### src/rtl/scratch_pad_loader_pkg.sv
// Shared types and constants for the scratch pad write-side loader.
package scratch_pad_loader_pkg;

    localparam int unsigned LAYER_W           = 3;
    localparam int unsigned STEP_W            = 3;
    localparam int unsigned ENTRIES_PER_LAYER = 2;

    localparam logic [STEP_W-1:0] STEP_IDLE = 3'd0;
    localparam logic [STEP_W-1:0] STEP_ACT  = 3'd1;
    localparam logic [STEP_W-1:0] STEP_WGT  = 3'd2;

    typedef enum logic [1:0] {
        ST_IDLE,
        ST_LOAD_ACT,
        ST_LOAD_WGT,
        ST_FLUSH
    } state_t;

endpackage

### src/rtl/scratch_pad_loader_if.sv
// Valid/ready word stream from the packet receiver into the loader.
interface scratch_pad_loader_if #(
    parameter int unsigned WORD_W = 32
) ();
    logic              in_valid;
    logic              in_ready;
    logic [WORD_W-1:0] in_data;

    modport master (output in_valid, output in_data, input in_ready);
    modport slave  (input in_valid, input in_data, output in_ready);
endinterface

### src/rtl/scratch_pad_loader_addr_gen.sv
// Nested addr/num/layer counter walking one BRAM group; last_c flags the final entry.
module loader_addr_gen
    import scratch_pad_loader_pkg::*;
#(
    parameter int unsigned NUM_W     = 6,
    parameter int unsigned NUM_COUNT = 64
) (
    input  logic               clk,
    input  logic               rst_n,
    input  logic               clear,
    input  logic               advance,
    input  logic [LAYER_W-1:0] num_layers,
    output logic               addr,
    output logic [NUM_W-1:0]   num,
    output logic [LAYER_W-1:0] layer,
    output logic               last_c
);
    localparam logic             ADDR_MAX = 1'(ENTRIES_PER_LAYER - 1);
    localparam logic [NUM_W-1:0] NUM_MAX  = NUM_W'(NUM_COUNT - 1);

    assign last_c = (addr == ADDR_MAX) && (num == NUM_MAX)
                 && (layer == num_layers - LAYER_W'(1));

    // Wrapping on the final entry leaves the counter ready for the next phase/load
    always_ff @(posedge clk or negedge rst_n) begin
        if (!rst_n) begin
            addr  <= 1'b0;
            num   <= '0;
            layer <= '0;
        end else if (clear || (advance && last_c)) begin
            addr  <= 1'b0;
            num   <= '0;
            layer <= '0;
        end else if (advance) begin
            if (addr == ADDR_MAX) begin
                addr <= 1'b0;
                if (num == NUM_MAX) begin
                    num   <= '0;
                    layer <= layer + LAYER_W'(1);
                end else begin
                    num <= num + NUM_W'(1);
                end
            end else begin
                addr <= addr + 1'b1;
            end
        end
    end

endmodule

### src/rtl/scratch_pad_loader.sv
// Scratch pad write-side driver: sequences a word stream into activation then weight BRAMs.
module scratch_pad_loader
    import scratch_pad_loader_pkg::*;
#(
    parameter int unsigned WORD_W      = 32,
    parameter int unsigned BUFFER_SIZE = 5,
    parameter int unsigned SYS_WIDTH   = 64,
    parameter int unsigned SYS_HEIGHT  = 1,
    parameter int unsigned ACT_NUM_W   = 1,
    parameter int unsigned WGT_NUM_W   = 6
) (
    input  logic                  clk,
    input  logic                  rst_n,
    input  logic                  start,
    input  logic [LAYER_W-1:0]    num_layers,
    output logic                  busy,
    output logic                  done,
    output logic                  err,
    scratch_pad_loader_if.slave   in_if,
    output logic [STEP_W-1:0]     step,
    output logic [ACT_NUM_W-1:0]  act_bram_num,
    output logic                  act_bram_addr,
    output logic [LAYER_W-1:0]    act_bram_layer,
    output logic [WGT_NUM_W-1:0]  weight_bram_num,
    output logic                  weight_bram_addr,
    output logic [LAYER_W-1:0]    weight_bram_layer,
    output logic [WORD_W-1:0]     data_received
);
    state_t               state_q, state_d;
    logic [LAYER_W-1:0]   layers_q;
    logic                 in_ready_q;
    logic                 accept, act_adv, wgt_adv, clear, start_ok, start_bad, finish;
    logic                 act_addr, wgt_addr, act_last, wgt_last;
    logic [ACT_NUM_W-1:0] act_num;
    logic [WGT_NUM_W-1:0] wgt_num;
    logic [LAYER_W-1:0]   act_layer, wgt_layer;

    assign in_if.in_ready = in_ready_q;

    loader_addr_gen #(.NUM_W(ACT_NUM_W), .NUM_COUNT(SYS_HEIGHT)) u_act_gen (
        .clk, .rst_n, .clear, .advance(act_adv), .num_layers(layers_q),
        .addr(act_addr), .num(act_num), .layer(act_layer), .last_c(act_last)
    );

    loader_addr_gen #(.NUM_W(WGT_NUM_W), .NUM_COUNT(SYS_WIDTH)) u_wgt_gen (
        .clk, .rst_n, .clear, .advance(wgt_adv), .num_layers(layers_q),
        .addr(wgt_addr), .num(wgt_num), .layer(wgt_layer), .last_c(wgt_last)
    );

    always_ff @(posedge clk or negedge rst_n) begin
        if (!rst_n) state_q <= ST_IDLE;
        else        state_q <= state_d;
    end

    always_comb begin
        state_d   = state_q;
        accept    = in_if.in_valid & in_ready_q;
        act_adv   = 1'b0;
        wgt_adv   = 1'b0;
        clear     = 1'b0;
        start_ok  = 1'b0;
        start_bad = 1'b0;
        finish    = 1'b0;
        case (state_q)
            ST_IDLE: begin
                if (start) begin
                    if ((num_layers != '0) && (32'(num_layers) <= BUFFER_SIZE)) begin
                        start_ok = 1'b1;
                        clear    = 1'b1;
                        state_d  = ST_LOAD_ACT;
                    end else begin
                        start_bad = 1'b1;
                    end
                end
            end
            ST_LOAD_ACT: begin
                if (accept) begin
                    act_adv = 1'b1;
                    if (act_last) state_d = ST_LOAD_WGT;
                end
            end
            ST_LOAD_WGT: begin
                if (accept) begin
                    wgt_adv = 1'b1;
                    if (wgt_last) begin
                        finish  = 1'b1;
                        state_d = ST_FLUSH;
                    end
                end
            end
            ST_FLUSH: state_d = ST_IDLE;
            default:  state_d = ST_IDLE;
        endcase
    end

    // Write fields follow the accepted word by one cycle; data holds across bubbles
    always_ff @(posedge clk or negedge rst_n) begin
        if (!rst_n) begin
            layers_q          <= '0;
            busy              <= 1'b0;
            in_ready_q        <= 1'b0;
            done              <= 1'b0;
            err               <= 1'b0;
            step              <= STEP_IDLE;
            act_bram_num      <= '0;
            act_bram_addr     <= 1'b0;
            act_bram_layer    <= '0;
            weight_bram_num   <= '0;
            weight_bram_addr  <= 1'b0;
            weight_bram_layer <= '0;
            data_received     <= '0;
        end else begin
            if (start_ok) layers_q <= num_layers;
            busy              <= (state_d != ST_IDLE);
            in_ready_q        <= (state_d == ST_LOAD_ACT) || (state_d == ST_LOAD_WGT);
            done              <= finish;
            err               <= start_bad;
            step              <= STEP_IDLE;
            act_bram_num      <= '0;
            act_bram_addr     <= 1'b0;
            act_bram_layer    <= '0;
            weight_bram_num   <= '0;
            weight_bram_addr  <= 1'b0;
            weight_bram_layer <= '0;
            if (act_adv) begin
                step           <= STEP_ACT;
                act_bram_num   <= act_num;
                act_bram_addr  <= act_addr;
                act_bram_layer <= act_layer;
                data_received  <= in_if.in_data;
            end
            if (wgt_adv) begin
                step              <= STEP_WGT;
                weight_bram_num   <= wgt_num;
                weight_bram_addr  <= wgt_addr;
                weight_bram_layer <= wgt_layer;
                data_received     <= in_if.in_data;
            end
        end
    end

endmodule

### src/flat_wrapper.sv
// flat-port wrapper written by rule: the top's interface ports become plain ports
module scratch_pad_loader_flat import scratch_pad_loader_pkg::*;
#(
    parameter int unsigned WORD_W      = 32,
    parameter int unsigned BUFFER_SIZE = 5,
    parameter int unsigned SYS_WIDTH   = 64,
    parameter int unsigned SYS_HEIGHT  = 1,
    parameter int unsigned ACT_NUM_W   = 1,
    parameter int unsigned WGT_NUM_W   = 6
)
  (clk, rst_n, start, num_layers, busy, done, err, step, act_bram_num, act_bram_addr, act_bram_layer, weight_bram_num, weight_bram_addr, weight_bram_layer, data_received, in_if_in_valid, in_if_in_data, in_if_in_ready);
  scratch_pad_loader_if #(.WORD_W(WORD_W)) in_if_i ();
  input  logic clk;
  input  logic rst_n;
  input  logic start;
  input  logic [LAYER_W-1:0] num_layers;
  output logic busy;
  output logic done;
  output logic err;
  output logic [STEP_W-1:0] step;
  output logic [ACT_NUM_W-1:0] act_bram_num;
  output logic act_bram_addr;
  output logic [LAYER_W-1:0] act_bram_layer;
  output logic [WGT_NUM_W-1:0] weight_bram_num;
  output logic weight_bram_addr;
  output logic [LAYER_W-1:0] weight_bram_layer;
  output logic [WORD_W-1:0] data_received;
  input wire logic [$bits(in_if_i.in_valid)-1:0] in_if_in_valid;
  input wire logic [$bits(in_if_i.in_data)-1:0] in_if_in_data;
  output wire logic [$bits(in_if_i.in_ready)-1:0] in_if_in_ready;
  assign in_if_i.in_valid = in_if_in_valid;
  assign in_if_i.in_data = in_if_in_data;
  assign in_if_in_ready = in_if_i.in_ready;
  scratch_pad_loader #(.WORD_W(WORD_W), .BUFFER_SIZE(BUFFER_SIZE), .SYS_WIDTH(SYS_WIDTH), .SYS_HEIGHT(SYS_HEIGHT), .ACT_NUM_W(ACT_NUM_W), .WGT_NUM_W(WGT_NUM_W)) u_core (.clk(clk), .rst_n(rst_n), .start(start), .num_layers(num_layers), .busy(busy), .done(done), .err(err), .in_if(in_if_i), .step(step), .act_bram_num(act_bram_num), .act_bram_addr(act_bram_addr), .act_bram_layer(act_bram_layer), .weight_bram_num(weight_bram_num), .weight_bram_addr(weight_bram_addr), .weight_bram_layer(weight_bram_layer), .data_received(data_received));
endmodule
### config.mk
export PLATFORM = sky130hd
export DESIGN_NAME = scratch_pad_loader_flat
export DESIGN_NICKNAME = d
export VERILOG_FILES = /design/src/rtl/scratch_pad_loader_pkg.sv /design/src/rtl/scratch_pad_loader_if.sv /design/src/rtl/scratch_pad_loader_addr_gen.sv /design/src/rtl/scratch_pad_loader.sv /design/src/flat_wrapper.sv
export SDC_FILE = /design/constraint.sdc
export NUM_CORES = 1
export LEC_CHECK = 0
export ABC_CLOCK_PERIOD_IN_PS = 2400
export BUFFER_PORTS_ARGS = -buffer_cell sky130_fd_sc_hd__clkbuf_2
export CELL_PAD_IN_SITES_DETAIL_PLACEMENT = 0
export CELL_PAD_IN_SITES_GLOBAL_PLACEMENT = 1
export CORE_ASPECT_RATIO = 1.1
export CORE_MARGIN = 4
export CORE_UTILIZATION = 35
export DETAILED_ROUTE_END_ITERATION = 7
export PLACE_DENSITY_LB_ADDON = 0.1
export SKIP_CTS_REPAIR_TIMING = 1
export SLEW_MARGIN = 5
export SYNTH_ARGS = -nofsm -noshare
export SYNTH_HDL_FRONTEND = slang
export SYNTH_SLANG_ARGS = --single-unit
export TNS_END_PERCENT = 50
### constraint.sdc
create_clock -name clk -period 2.4 [get_ports clk]
set_input_delay 0.36 -clock clk [delete_from_list [all_inputs] [get_ports clk]]
set_output_delay 0.36 -clock clk [all_outputs]
set_load 0.03 [all_outputs]
==> out/results.txt <==
Core area: 8500 um^2
Post-synthesis xor/xnor area fraction: 4.11%
Top FF cell, synth: dfrtp_1
Largest area contributor in the netlist: dfrtp_1
Clock Power Share: 19.1%
Critical Path Max Stage Delay: 0.39 ns
Register area share after synthesis: 57.3%
Critical Path Start Type: register
Slowest cell on the critical path: dfrtp_1
Reg power frac: 37.6%
Fin Hold WS: 0.246 ns
Synth unique cells: 42
CP Cell Sequence: inv_1 > ha_1 > xnor3_1 > nand4_1 > or2_2 > a211oi_1 > ha_1
IO buf count: 90
Area Growth Syn to Fin: 24.4%
FMAX: 483 MHz
Avg Vias per Cell: 4.48
Sw power: 1.85 mW
Clock latency on the worst-skew pair: 0.34 ns
Initial antenna violation count: 0
DRT iter0 DRCs: 50
Part of the power in combinational logic: 43.3%
Synth top cells by count: 71 x dfrtp_1, 30 x mux2_4, 13 x and2_1, 10 x nand2_1, 8 x nor2_1
WP data required: 2.62 ns
Clk sinks: 71
Final setup viols: 0
Fin. max-slew vios: 0
TritonCTS clock tree: built
Starting Density: 36.5%
Antenna cell count: 0
Adder-Cell Fraction of Synth Area: 2.02%
Net Sw Frac: 38.5%
Most common cell in the netlist: dfrtp_1
Max VDD drop: 489 uV
Pint: 2.95 mW
RSZ-0062 raised after global routing: no
EDFF count, synth: 0
Post-Synthesis Cells: 221
First-pass GRT wire length: 10400 um
Crit. End Element: register
Share of the synthesized area in the top cell type: 57.3%
CTS buffer count: 9
Status: complete, no violations
Pwr per Cell Area: 1240 nW/um^2
Final wirelength: 6170 um
Routability cong.: 0.719
HP Class: in -> reg
Clock skew after layout: 0.00897 ns
# DRC: 0
CTS H-tree lvls: 3
Drt first pass iters: 4
Asr flop ratio synth: 100%
Global Route Usage Sum: 12.6%
Vias in the first global route: 2075
Site Rows: 35
Post-synthesis compound-gate area fraction: 3.35%
Vias: 1958
Synth Area in Simple Gates: 12.5%
Reg2reg setup slack: 0.33 ns
Worst Path Arrival: 2.29 ns
Clock slew at reported path FFs: 0.08 ns
Die W: 97.8 um
Final #Nets: 365
Die height: 107 um
Fin crit share: 86.3%
Share of cells above drive strength 1: 46.9%
# IOs: 93
Synth top area cells: dfrtp_1 57%, mux2_4 15%, and2_1 2.6%
Final min period: 2.07 ns
Mean Syn Cell Area: 14.0 um^2
GRT overflow: 0
Critical Path Fanout Max: 3
Number of routed nets with antenna violations: 0
Synth Warn #: 0
Largest family of logic cells by synthesized area: multiplexers
Wirelength per Cell: 14.1 um
Crit Path Category: reg -> reg
CTS Root Cell: clkbuf_8
Worst path most repeated cell: ha_1
Final setup TNS: 0 ns
Synthesis-stage register bit count: 71
Final count of hold timing violations: 0
Synth Cell Area: 3100 um^2
Die area: 10400 um^2
Max_cap viols: 0
Clock Path Buffers: 2
Post-synthesis mux area share: 15.9%
Leak: 1.99 nW
Post-DP HPWL: 4420 um
Largest net degree at the start of global routing: 33
[final cells by class]
class	count	area (um^2)
Timing Repair Buffer	99	546
Multi-Input combinational cell	133	1180
Clock inverter	6	61.3
Fill cell	814	4640
Inverter	7	26.3
Tap cell	111	139
Sequential cell	71	1780
Clock buffer	10	128
[final timing paths]
| kind | start | to | cells after the start |
|---|---|---|---|
| min in group asynchronous | rst_n | u_core.data_received[13] | 2 |
| setup reg to reg | u_core.layers_q[0] | u_core.in_if.in_ready | 7 |
| hold / removal | in_if_in_data[1] | u_core.data_received[1] | 2 |
| setup / recovery | u_core.layers_q[0] | u_core.in_if.in_ready | 7 |
| max in group asynchronous | rst_n | u_core.u_wgt_gen.num[4] | 3 |
| hold reg to reg | u_core.data_received[5] | u_core.data_received[5] | 1 |
[per-layer routing]
layer | track usage [%] | up-vias | share of wire [%]
met1 | 16.9 | 942 | 48
met2 | 19.2 | 57 | 45
met4 | 5.93 | 0 | 1.5
met3 | 3.25 | 8 | 5.9
li1 | - | 951 | -
met5 | 0 | - | 0
[cell families after synthesis]
family,Yosys count
AOI/OAI and AO/OA,16
xor gates and xnor gates,13
adders and majority gates,5
buffers and inverters,18
DFF,71
muxes,34
other,1
and+or+nand+nor,63
[flip-flops by register name (all words and copies together), names as in the netlist, 3 cells and up]
register / cells
u_core.weight_bram_num: 6
u_core.act_bram_layer: 3
u_core.u_wgt_gen.layer: 3
u_core.u_wgt_gen.num: 6
u_core.layers_q: 3
u_core.u_act_gen.layer: 3
u_core.data_received: 32
u_core.weight_bram_layer: 3
[critical path: cells and delay by family, from the launching register on]
kind | cells | cell delay, ns
DFF | 1 | 0.39
adders and majority gates | 2 | 0.50
AOI/OAI and AO/OA | 1 | 0.26
xor gates and xnor gates | 1 | 0.27
and+or+nand+nor | 2 | 0.46
buffers and inverters | 1 | 0.08
[power by group through the flow]
stage | registers, mW | clock network, mW | logic, mW
2_1_floorplan | 2.43 | 0 | 1.01
3_3_place_gp | 1.82 | 0 | 2.10
3_5_place_dp | 1.83 | 0 | 2.10
4_1_cts | 1.81 | 0.959 | 2.12
5_1_grt | 1.86 | 1.02 | 2.21
6_report | 1.80 | 0.915 | 2.08
[per-stage QoR]
step,area (um^2),cells,total power [mW],util (%),worst slack [ns]
after global placement,3660,420,3.92,43.1,0.352
after CTS,3850,436,4.88,45.3,0.301
final,3860,437,4.79,45.4,0.330
after floorplan,3110,222,3.44,-,0.454
after global routing,3860,437,5.09,45.4,0.216
after detailed placement,3660,420,3.93,43.1,0.321
[layout by cell type (no fill, tap or decap), types with 4 or more instances in the layout]
master and n:
clkbuf_8 9, xnor2_1 6, xor2_1 6, buf_4 6
inv_1 7, nand2_1 10, dfrtp_1 71, mux2_4 30
a21oi_1 4, nor3_1 6, nor2_1 8, and2_1 13
clkbuf_2 89, nand3_1 5, ha_1 5, o21ai_0 5
Power figures use the tool's default switching activity.
